===== config.mk =====
export PLATFORM = sky130hd
export DESIGN_NAME = mdu_seq_flat
export DESIGN_NICKNAME = d
export VERILOG_FILES = /design/src/rtl/mdu_seq_if.sv /design/src/rtl/mdu_seq.sv /design/src/flat_wrapper.sv
export SDC_FILE = /design/constraint.sdc
export NUM_CORES = 1
export LEC_CHECK = 0
export CAP_MARGIN = 20
export CORE_AREA = 4 4 128 155
export DETAILED_ROUTE_END_ITERATION = 16
export DIE_AREA = 0 0 132 159
export HOLD_SLACK_MARGIN = 0.15
export PLACE_DENSITY = 0.88
export SYNTH_ARGS = -nofsm -noshare
export SYNTH_HDL_FRONTEND = slang
export SYNTH_SLANG_ARGS = --single-unit

===== constraint.sdc =====
create_clock -name clk -period 6.4 [get_ports clk]
set_clock_uncertainty 0.05 [all_clocks]
set_input_delay 1.92 -clock clk [delete_from_list [all_inputs] [get_ports clk]]
set_output_delay 1.92 -clock clk [all_outputs]
set_load 0.005 [all_outputs]

===== src/rtl/mdu_seq_if.sv =====
// mdu_seq_if: request/response bundle between the execute stage and the
// iterative RV32M sequencer.
//   start   : request strobe (master -> slave)
//   funct3  : M-extension op select
//   rs1/rs2 : operands, sampled with start
//   flush   : abort whatever is in progress
//   busy    : sequencer occupied (slave -> master)
//   done    : one-cycle completion pulse, result valid
//   result  : registered result, held until the next completion
//   illegal : pulses with done for an op the build cannot execute
interface mdu_seq_if #(
  parameter int XLEN = 32
);
  logic            start;
  logic [2:0]      funct3;
  logic [XLEN-1:0] rs1;
  logic [XLEN-1:0] rs2;
  logic            flush;
  logic            busy;
  logic            done;
  logic [XLEN-1:0] result;
  logic            illegal;

  modport master (
    output start, funct3, rs1, rs2, flush,
    input  busy, done, result, illegal
  );

  modport slave (
    input  start, funct3, rs1, rs2, flush,
    output busy, done, result, illegal
  );
endinterface


===== src/rtl/mdu_seq.sv =====
// mdu_seq: iterative RV32M multiply/divide sequencer.
// Radix-2 shift-add multiply and restoring divide over XLEN cycles on operand
// magnitudes, followed by one sign fix-up cycle and a one-cycle done pulse.
//
// Ports:
//   clk : clock, all state changes on the rising edge
//   rst : synchronous active-high reset
//   bus : mdu_seq_if.slave (start/funct3/rs1/rs2/flush in,
//         busy/done/result/illegal out)
//
// Build option: define MDU_DIV_EN to include the divide path (divide loop,
// divide-by-zero and signed-overflow early-outs, remainder fix-up). Without
// it, any funct3[2]=1 op completes in one cycle with result 0 and illegal set.
module mdu_seq #(
  parameter int XLEN = 32
) (
  input logic       clk,
  input logic       rst,
  mdu_seq_if.slave  bus
);
  localparam int CW = (XLEN > 2) ? $clog2(XLEN) : 1;

  typedef enum logic [1:0] {
    IDLE = 2'd0,
    CALC = 2'd1,
    FIX  = 2'd2,
    DONE = 2'd3
  } state_t;

  state_t            state_reg, state_next;
  logic [2:0]        op_reg, op_next;
  logic              s1_reg, s1_next;
  logic              s2_reg, s2_next;
  logic [CW-1:0]     cnt_reg, cnt_next;
  // Multiply: {high partial, multiplier shifting out}.
  // Divide:   {partial remainder, dividend shifting out / quotient in}.
  logic [2*XLEN-1:0] acc_reg, acc_next;
  // Multiplicand magnitude (multiply) or divisor magnitude (divide).
  logic [XLEN-1:0]   opd_reg, opd_next;
  logic [XLEN-1:0]   result_reg, result_next;
`ifndef MDU_DIV_EN
  logic              illegal_reg, illegal_next;
`endif

  // Operand sign handling for the incoming request
  logic            rs1_signed, rs2_signed;
  logic            s1_in, s2_in;
  logic [XLEN-1:0] rs1_mag, rs2_mag;

  assign rs1_signed = (bus.funct3 == 3'd1) || (bus.funct3 == 3'd2) ||
                      (bus.funct3 == 3'd4) || (bus.funct3 == 3'd6);
  assign rs2_signed = (bus.funct3 == 3'd1) || (bus.funct3 == 3'd4) ||
                      (bus.funct3 == 3'd6);
  assign s1_in   = rs1_signed & bus.rs1[XLEN-1];
  assign s2_in   = rs2_signed & bus.rs2[XLEN-1];
  assign rs1_mag = s1_in ? -bus.rs1 : bus.rs1;
  assign rs2_mag = s2_in ? -bus.rs2 : bus.rs2;

  // One shift-add step: add multiplicand into the high half when the
  // multiplier LSB is set, then shift the whole accumulator right, keeping
  // the carry out of the addition as the new MSB.
  logic [XLEN:0]     mul_sum;
  logic [2*XLEN-1:0] mul_step;
  logic [2*XLEN-1:0] prod;

  assign mul_sum  = {1'b0, acc_reg[2*XLEN-1:XLEN]} +
                    (acc_reg[0] ? {1'b0, opd_reg} : '0);
  assign mul_step = {mul_sum, acc_reg[XLEN-1:1]};
  assign prod     = (s1_reg ^ s2_reg) ? -acc_reg : acc_reg;

`ifdef MDU_DIV_EN
  // One restoring step: shift remainder:dividend left, trial-subtract the
  // divisor, keep the difference and set the quotient bit when it is
  // non-negative. The remainder is always below the divisor, so the shifted
  // value fits XLEN bits whenever the trial goes negative.
  logic [XLEN:0]     div_shift, div_trial;
  logic [2*XLEN-1:0] div_step;
  logic [XLEN-1:0]   quo_fix, rem_fix;
  logic              div_zero, div_ovf;

  assign div_shift = {acc_reg[2*XLEN-1:XLEN], acc_reg[XLEN-1]};
  assign div_trial = div_shift - {1'b0, opd_reg};
  assign div_step  = div_trial[XLEN]
                   ? {div_shift[XLEN-1:0], acc_reg[XLEN-2:0], 1'b0}
                   : {div_trial[XLEN-1:0], acc_reg[XLEN-2:0], 1'b1};
  assign quo_fix   = (s1_reg ^ s2_reg) ? -acc_reg[XLEN-1:0] : acc_reg[XLEN-1:0];
  assign rem_fix   = s1_reg ? -acc_reg[2*XLEN-1:XLEN] : acc_reg[2*XLEN-1:XLEN];

  assign div_zero  = (bus.rs2 == '0);
  // Most-negative / -1 only overflows for the signed ops (DIV, REM)
  assign div_ovf   = ((bus.funct3 == 3'd4) || (bus.funct3 == 3'd6)) &&
                     (bus.rs1 == {1'b1, {(XLEN-1){1'b0}}}) &&
                     (bus.rs2 == '1);
`endif

  // Next-state and datapath logic
  always_comb begin
    state_next   = state_reg;
    op_next      = op_reg;
    s1_next      = s1_reg;
    s2_next      = s2_reg;
    cnt_next     = cnt_reg;
    acc_next     = acc_reg;
    opd_next     = opd_reg;
    result_next  = result_reg;
`ifndef MDU_DIV_EN
    illegal_next = illegal_reg;
`endif

    if (bus.flush) begin
      // Abort leaves result (and everything else) untouched
      state_next = IDLE;
    end else begin
      case (state_reg)
        IDLE: begin
          if (bus.start) begin
            op_next  = bus.funct3;
            s1_next  = s1_in;
            s2_next  = s2_in;
            cnt_next = CW'(XLEN - 1);
`ifdef MDU_DIV_EN
            if (bus.funct3[2] && div_zero) begin
              result_next = bus.funct3[1] ? bus.rs1 : '1;
              state_next  = DONE;
            end else if (bus.funct3[2] && div_ovf) begin
              result_next = bus.funct3[1] ? '0 : bus.rs1;
              state_next  = DONE;
            end else if (bus.funct3[2]) begin
              acc_next   = {{XLEN{1'b0}}, rs1_mag};
              opd_next   = rs2_mag;
              state_next = CALC;
            end else begin
              acc_next   = {{XLEN{1'b0}}, rs2_mag};
              opd_next   = rs1_mag;
              state_next = CALC;
            end
`else
            illegal_next = bus.funct3[2];
            if (bus.funct3[2]) begin
              result_next = '0;
              state_next  = DONE;
            end else begin
              acc_next   = {{XLEN{1'b0}}, rs2_mag};
              opd_next   = rs1_mag;
              state_next = CALC;
            end
`endif
          end
        end

        CALC: begin
`ifdef MDU_DIV_EN
          acc_next = op_reg[2] ? div_step : mul_step;
`else
          acc_next = mul_step;
`endif
          cnt_next = cnt_reg - CW'(1);
          if (cnt_reg == '0) begin
            state_next = FIX;
          end
        end

        FIX: begin
`ifdef MDU_DIV_EN
          if (op_reg[2]) begin
            result_next = op_reg[1] ? rem_fix : quo_fix;
          end else begin
            result_next = (op_reg == 3'd0) ? prod[XLEN-1:0] : prod[2*XLEN-1:XLEN];
          end
`else
          result_next = (op_reg == 3'd0) ? prod[XLEN-1:0] : prod[2*XLEN-1:XLEN];
`endif
          state_next = DONE;
        end

        DONE: begin
          state_next = IDLE;
        end

        default: begin
          state_next = IDLE;
        end
      endcase
    end
  end

  always_ff @(posedge clk) begin
    if (rst) begin
      state_reg   <= IDLE;
      op_reg      <= '0;
      s1_reg      <= 1'b0;
      s2_reg      <= 1'b0;
      cnt_reg     <= '0;
      acc_reg     <= '0;
      opd_reg     <= '0;
      result_reg  <= '0;
`ifndef MDU_DIV_EN
      illegal_reg <= 1'b0;
`endif
    end else begin
      state_reg   <= state_next;
      op_reg      <= op_next;
      s1_reg      <= s1_next;
      s2_reg      <= s2_next;
      cnt_reg     <= cnt_next;
      acc_reg     <= acc_next;
      opd_reg     <= opd_next;
      result_reg  <= result_next;
`ifndef MDU_DIV_EN
      illegal_reg <= illegal_next;
`endif
    end
  end

  assign bus.busy   = (state_reg != IDLE);
  assign bus.done   = (state_reg == DONE);
  assign bus.result = result_reg;
`ifdef MDU_DIV_EN
  assign bus.illegal = 1'b0;
`else
  assign bus.illegal = (state_reg == DONE) && illegal_reg;
`endif

endmodule


===== src/flat_wrapper.sv =====
// flat-port wrapper written by rule: the top's interface ports become plain ports
module mdu_seq_flat 
#(
  parameter int XLEN = 32
)
  (clk, rst, bus_start, bus_funct3, bus_rs1, bus_rs2, bus_flush, bus_busy, bus_done, bus_result, bus_illegal);
  mdu_seq_if #(.XLEN(XLEN)) bus_i ();
  input logic clk;
  input logic rst;
  input wire logic [$bits(bus_i.start)-1:0] bus_start;
  input wire logic [$bits(bus_i.funct3)-1:0] bus_funct3;
  input wire logic [$bits(bus_i.rs1)-1:0] bus_rs1;
  input wire logic [$bits(bus_i.rs2)-1:0] bus_rs2;
  input wire logic [$bits(bus_i.flush)-1:0] bus_flush;
  output wire logic [$bits(bus_i.busy)-1:0] bus_busy;
  output wire logic [$bits(bus_i.done)-1:0] bus_done;
  output wire logic [$bits(bus_i.result)-1:0] bus_result;
  output wire logic [$bits(bus_i.illegal)-1:0] bus_illegal;
  assign bus_i.start = bus_start;
  assign bus_i.funct3 = bus_funct3;
  assign bus_i.rs1 = bus_rs1;
  assign bus_i.rs2 = bus_rs2;
  assign bus_i.flush = bus_flush;
  assign bus_busy = bus_i.busy;
  assign bus_done = bus_i.done;
  assign bus_result = bus_i.result;
  assign bus_illegal = bus_i.illegal;
  mdu_seq #(.XLEN(XLEN)) u_core (.clk(clk), .rst(rst), .bus(bus_i));
endmodule

==> impl_metrics.toml <==
[place]
io_buffers = 105
place_ws_ps = 1430
dp_cells = 1602
dp_hpwl_um = 20900
gp_congestion = 0.928

[power_and_ir_drop]
clkPwrFrac_pct = 41.8
p_leak_nw = 4.44
p_seq_share_pct = 39.0
sw_frac_of_total_pct = 29.7
p_per_area_nw_per_um2 = 204
combPwrFrac_pct = 19.1
irDropWorstVdd_mv = 0.192
finalPower_mw = 2.39
power.internal_mw = 1.68
power.switching_mw = 0.710

[routing]
drtIter0Drc = 911
avgViaCountPerCell = 6.25
vias = 10200
wl_um = 28100
drtPass1Iterations = 6
drc = 0
ant_nets = 0
wire_per_inst_um = 17.2

[worst_hold_path]
min_path_type = "reg -> reg"
hold_end = "u_core.bus.result[5]$_SDFFE_PP0P_"
hold_depth = 1
worstHoldStart = "u_core.bus.result[5]$_SDFFE_PP0P_"

[run_status]
status = "complete, no violations"

[synth]
synth_top_family_by_area = "compound AO/OA/AOI/OAI gates"
syn_nets = 1446
synth_top_area_share_pct = 28.1
synth-edff-count = 0
syn_area_um2 = 9980
synthAdderAreaFrac_pct = 5.34
synthTopCellsByArea = "dfxtp_1, nand2_1, xor2_1, a21oi_1, xnor2_1"
synth.avg_cell_area_um2 = 7.49
synth-seq-area-share_pct = 28.1
synth.area.mux_share_pct = 0.602
synthDistinctLibCells = 69
synth-xor-area-share_pct = 12.2
synth_cells = 1333
synth-simple-area-share_pct = 24.7
synth_ff_type = "dfxtp_1"
synth_compound_area_share_pct = 25.2
yosysWarnings = 0
ys_seq_elements = 140
synthArstFlopShare_pct = 0
synth.largest_area_cell = "dfxtp_1"

[worst_setup_path]
startpoint_type = "input port"
regToRegSetupSlack_ps = 2610
path_max_fanout = 6
worstPathRequired_ps = 6640
path_class = "in -> reg"
crit_path_end_kind = "flop"
rr_startpoint = "u_core.acc_reg[0]$_SDFFE_PP0P_"
rr_worst_depth = 12
r2r-end = "u_core.acc_reg[55]$_SDFFE_PP0P_"
critPathArrivalTime_ps = 4790

[clock_tree]
numCtsBuffers = 17
cts_buffer_depth = 2
post_cts_buffers = 0
root_buffer = "clkbuf_16"
h-tree-depth = 4
clock-sinks = 140
clock_latency_ps = 430
tritoncts = "built"
cts_resized = 0
cts.clk_slew.worst_paths_ps = 60
cts_hold_buffers = 0

[global_route]
grt_usage_pct = 26.2
grt_pass1_wl_um = 46300
grt_pass1_vias = 9794
antenna_found_initial = 0
overflow = 0
grt_max_degree = 61

[final_layout]
regArea_um2 = 2800
largest_register_ffs = 64
diodes = 0
area_growth_pct = 17.7
multi_input_area_um2 = 6810
fin_cells = 1634
fillers = 1497
drive_gt1_share_pct = 5.04
fin_nets = 1510

[timing]
final-max-slew-violation-count = 0
fmaxAchievable_mhz = 220
period_needed_ps = 4540
whs_ps = 405
period_share_pct = 71.0
setup_viol = 0
rsz0062_at_grt = "false"
max_slew_margin_pct = 35.7
setup_ws_ps = 1860
hold_violations = 0
worst_pin_slew_ps = 957
fin_tns_setup_ps = 0

[die]
rows = 54
io_pins = 106
dieArea_um2 = 21000
coreArea_um2 = 18200
dieHeight_um = 159
start_util_pct = 54.9
die_w_um = 132

[flow_run]
drv_cap = 0
## synthesized netlist by cell type, types with 20 or more instances
cell / number
inv_1: 28
o21ai_0: 72
xnor2_1: 66
xor2_1: 73
a211oi_1: 31
nor3_1: 40
and2_1: 37
nor2_1: 132
clkbuf_1: 68
nand3_1: 27
ha_1: 41
or3_1: 24
o21ai_1: 20
dfxtp_1: 140
nand2_1: 177
a21oi_1: 117
a21o_1: 20
## cell type report
cell class	instances	share of cell area [%]
clock buffer	20	3.89
inverter	28	0.895
clock inverter	12	1.17
sequential	140	23.9
timing repair buffer	117	9.78
tap	224	2.39
multi-input combinational	1093	58.0
## cell usage in the layout, fill, tap and decap left out, drive strengths merged, types with 11 or more instances in the layout
cell type      netlist  routed
or3                 24      24
xnor2               66      66
o221ai              17      17
xor2                73      73
dfxtp              140     140
nor3                41      41
nand3               27      27
nand2b              11      11
a21o                20      20
o21ai               92      92
ha                  41      41
clkdlybuf4s50        0     104
clkbuf              68      20
inv                 28      30
o31ai               18      18
buf                  4      13
a22oi               11      11
a211oi              31      31
nor2               132     132
o41ai               13      13
nand2              178     178
a31oi               16      16
nor4                13      13
and2                37      37
or4                 16      16
a21oi              117     117
## cells by family after synthesis
family	Yosys count
multiplexers	6
XOR/XNOR	139
AO/OA/AOI/OAI	391
AND/OR/NAND/NOR	515
adder cells (fa/ha/maj)	42
flip-flops	140
buffers and inverters	100
## how the worst max path moves through the flow
stage	start	end	slack, ps	cells after the start
after floorplan	bus_rs2[0]	u_core.acc_reg[30]$_SDFFE_PP0P_	2110	11
after global placement	bus_rs2[0]	u_core.acc_reg[30]$_SDFFE_PP0P_	1500	11
after detailed placement	bus_rs2[1]	u_core.acc_reg[30]$_SDFFE_PP0P_	1430	11
after CTS	bus_rs2[1]	u_core.acc_reg[30]$_SDFFE_PP0P_	1880	11
after global routing	bus_funct3[2]	u_core.bus.result[29]$_SDFFE_PP0P_	1710	9
final	bus_rs2[1]	u_core.acc_reg[30]$_SDFFE_PP0P_	1860	11
## per-layer routing
metal  vias to the layer above  part of all wire, %  global-route usage (%)
li1                       4926                    -                       -
met1                      4746                   40                    30.7
met2                       444                   50                    46.3
met3                        94                  6.3                    4.17
met4                         0                  4.0                    12.8
met5                         -                    0                       0
## metrics by stage
| step | area, um^2 | utilization, % |
|---|---|---|
| 2_1_floorplan | 9980 | - |
| 3_3_place_gp | 11100 | 61.2 |
| 3_5_place_dp | 11100 | 61.3 |
| 4_1_cts | 11700 | 64.6 |
| 5_1_grt | 11700 | 64.6 |
| 6_report | 11700 | 64.6 |
## power groups by stage
stage,clock [mW],combinational [mW],sequential [mW]
CTS,1.00,0.451,0.932
finish,0.999,0.457,0.933
global placement,0,0.436,0.949
detailed placement,0,0.447,0.951
global route,1.04,0.500,0.937
floorplan,0,0.312,0.939
## critical path, stage by stage
cell             delay, ps
clkdlybuf4s50_1        470
inv_1                   90
ha_1                   160
or3b_2                 490
or4_1                  530
or4_4                  480
o41ai_2                250
xor2_1                 190
o21ai_1                 70
nand2_1                 90
a21oi_1                 60
(Power assumes the default switching activity.)
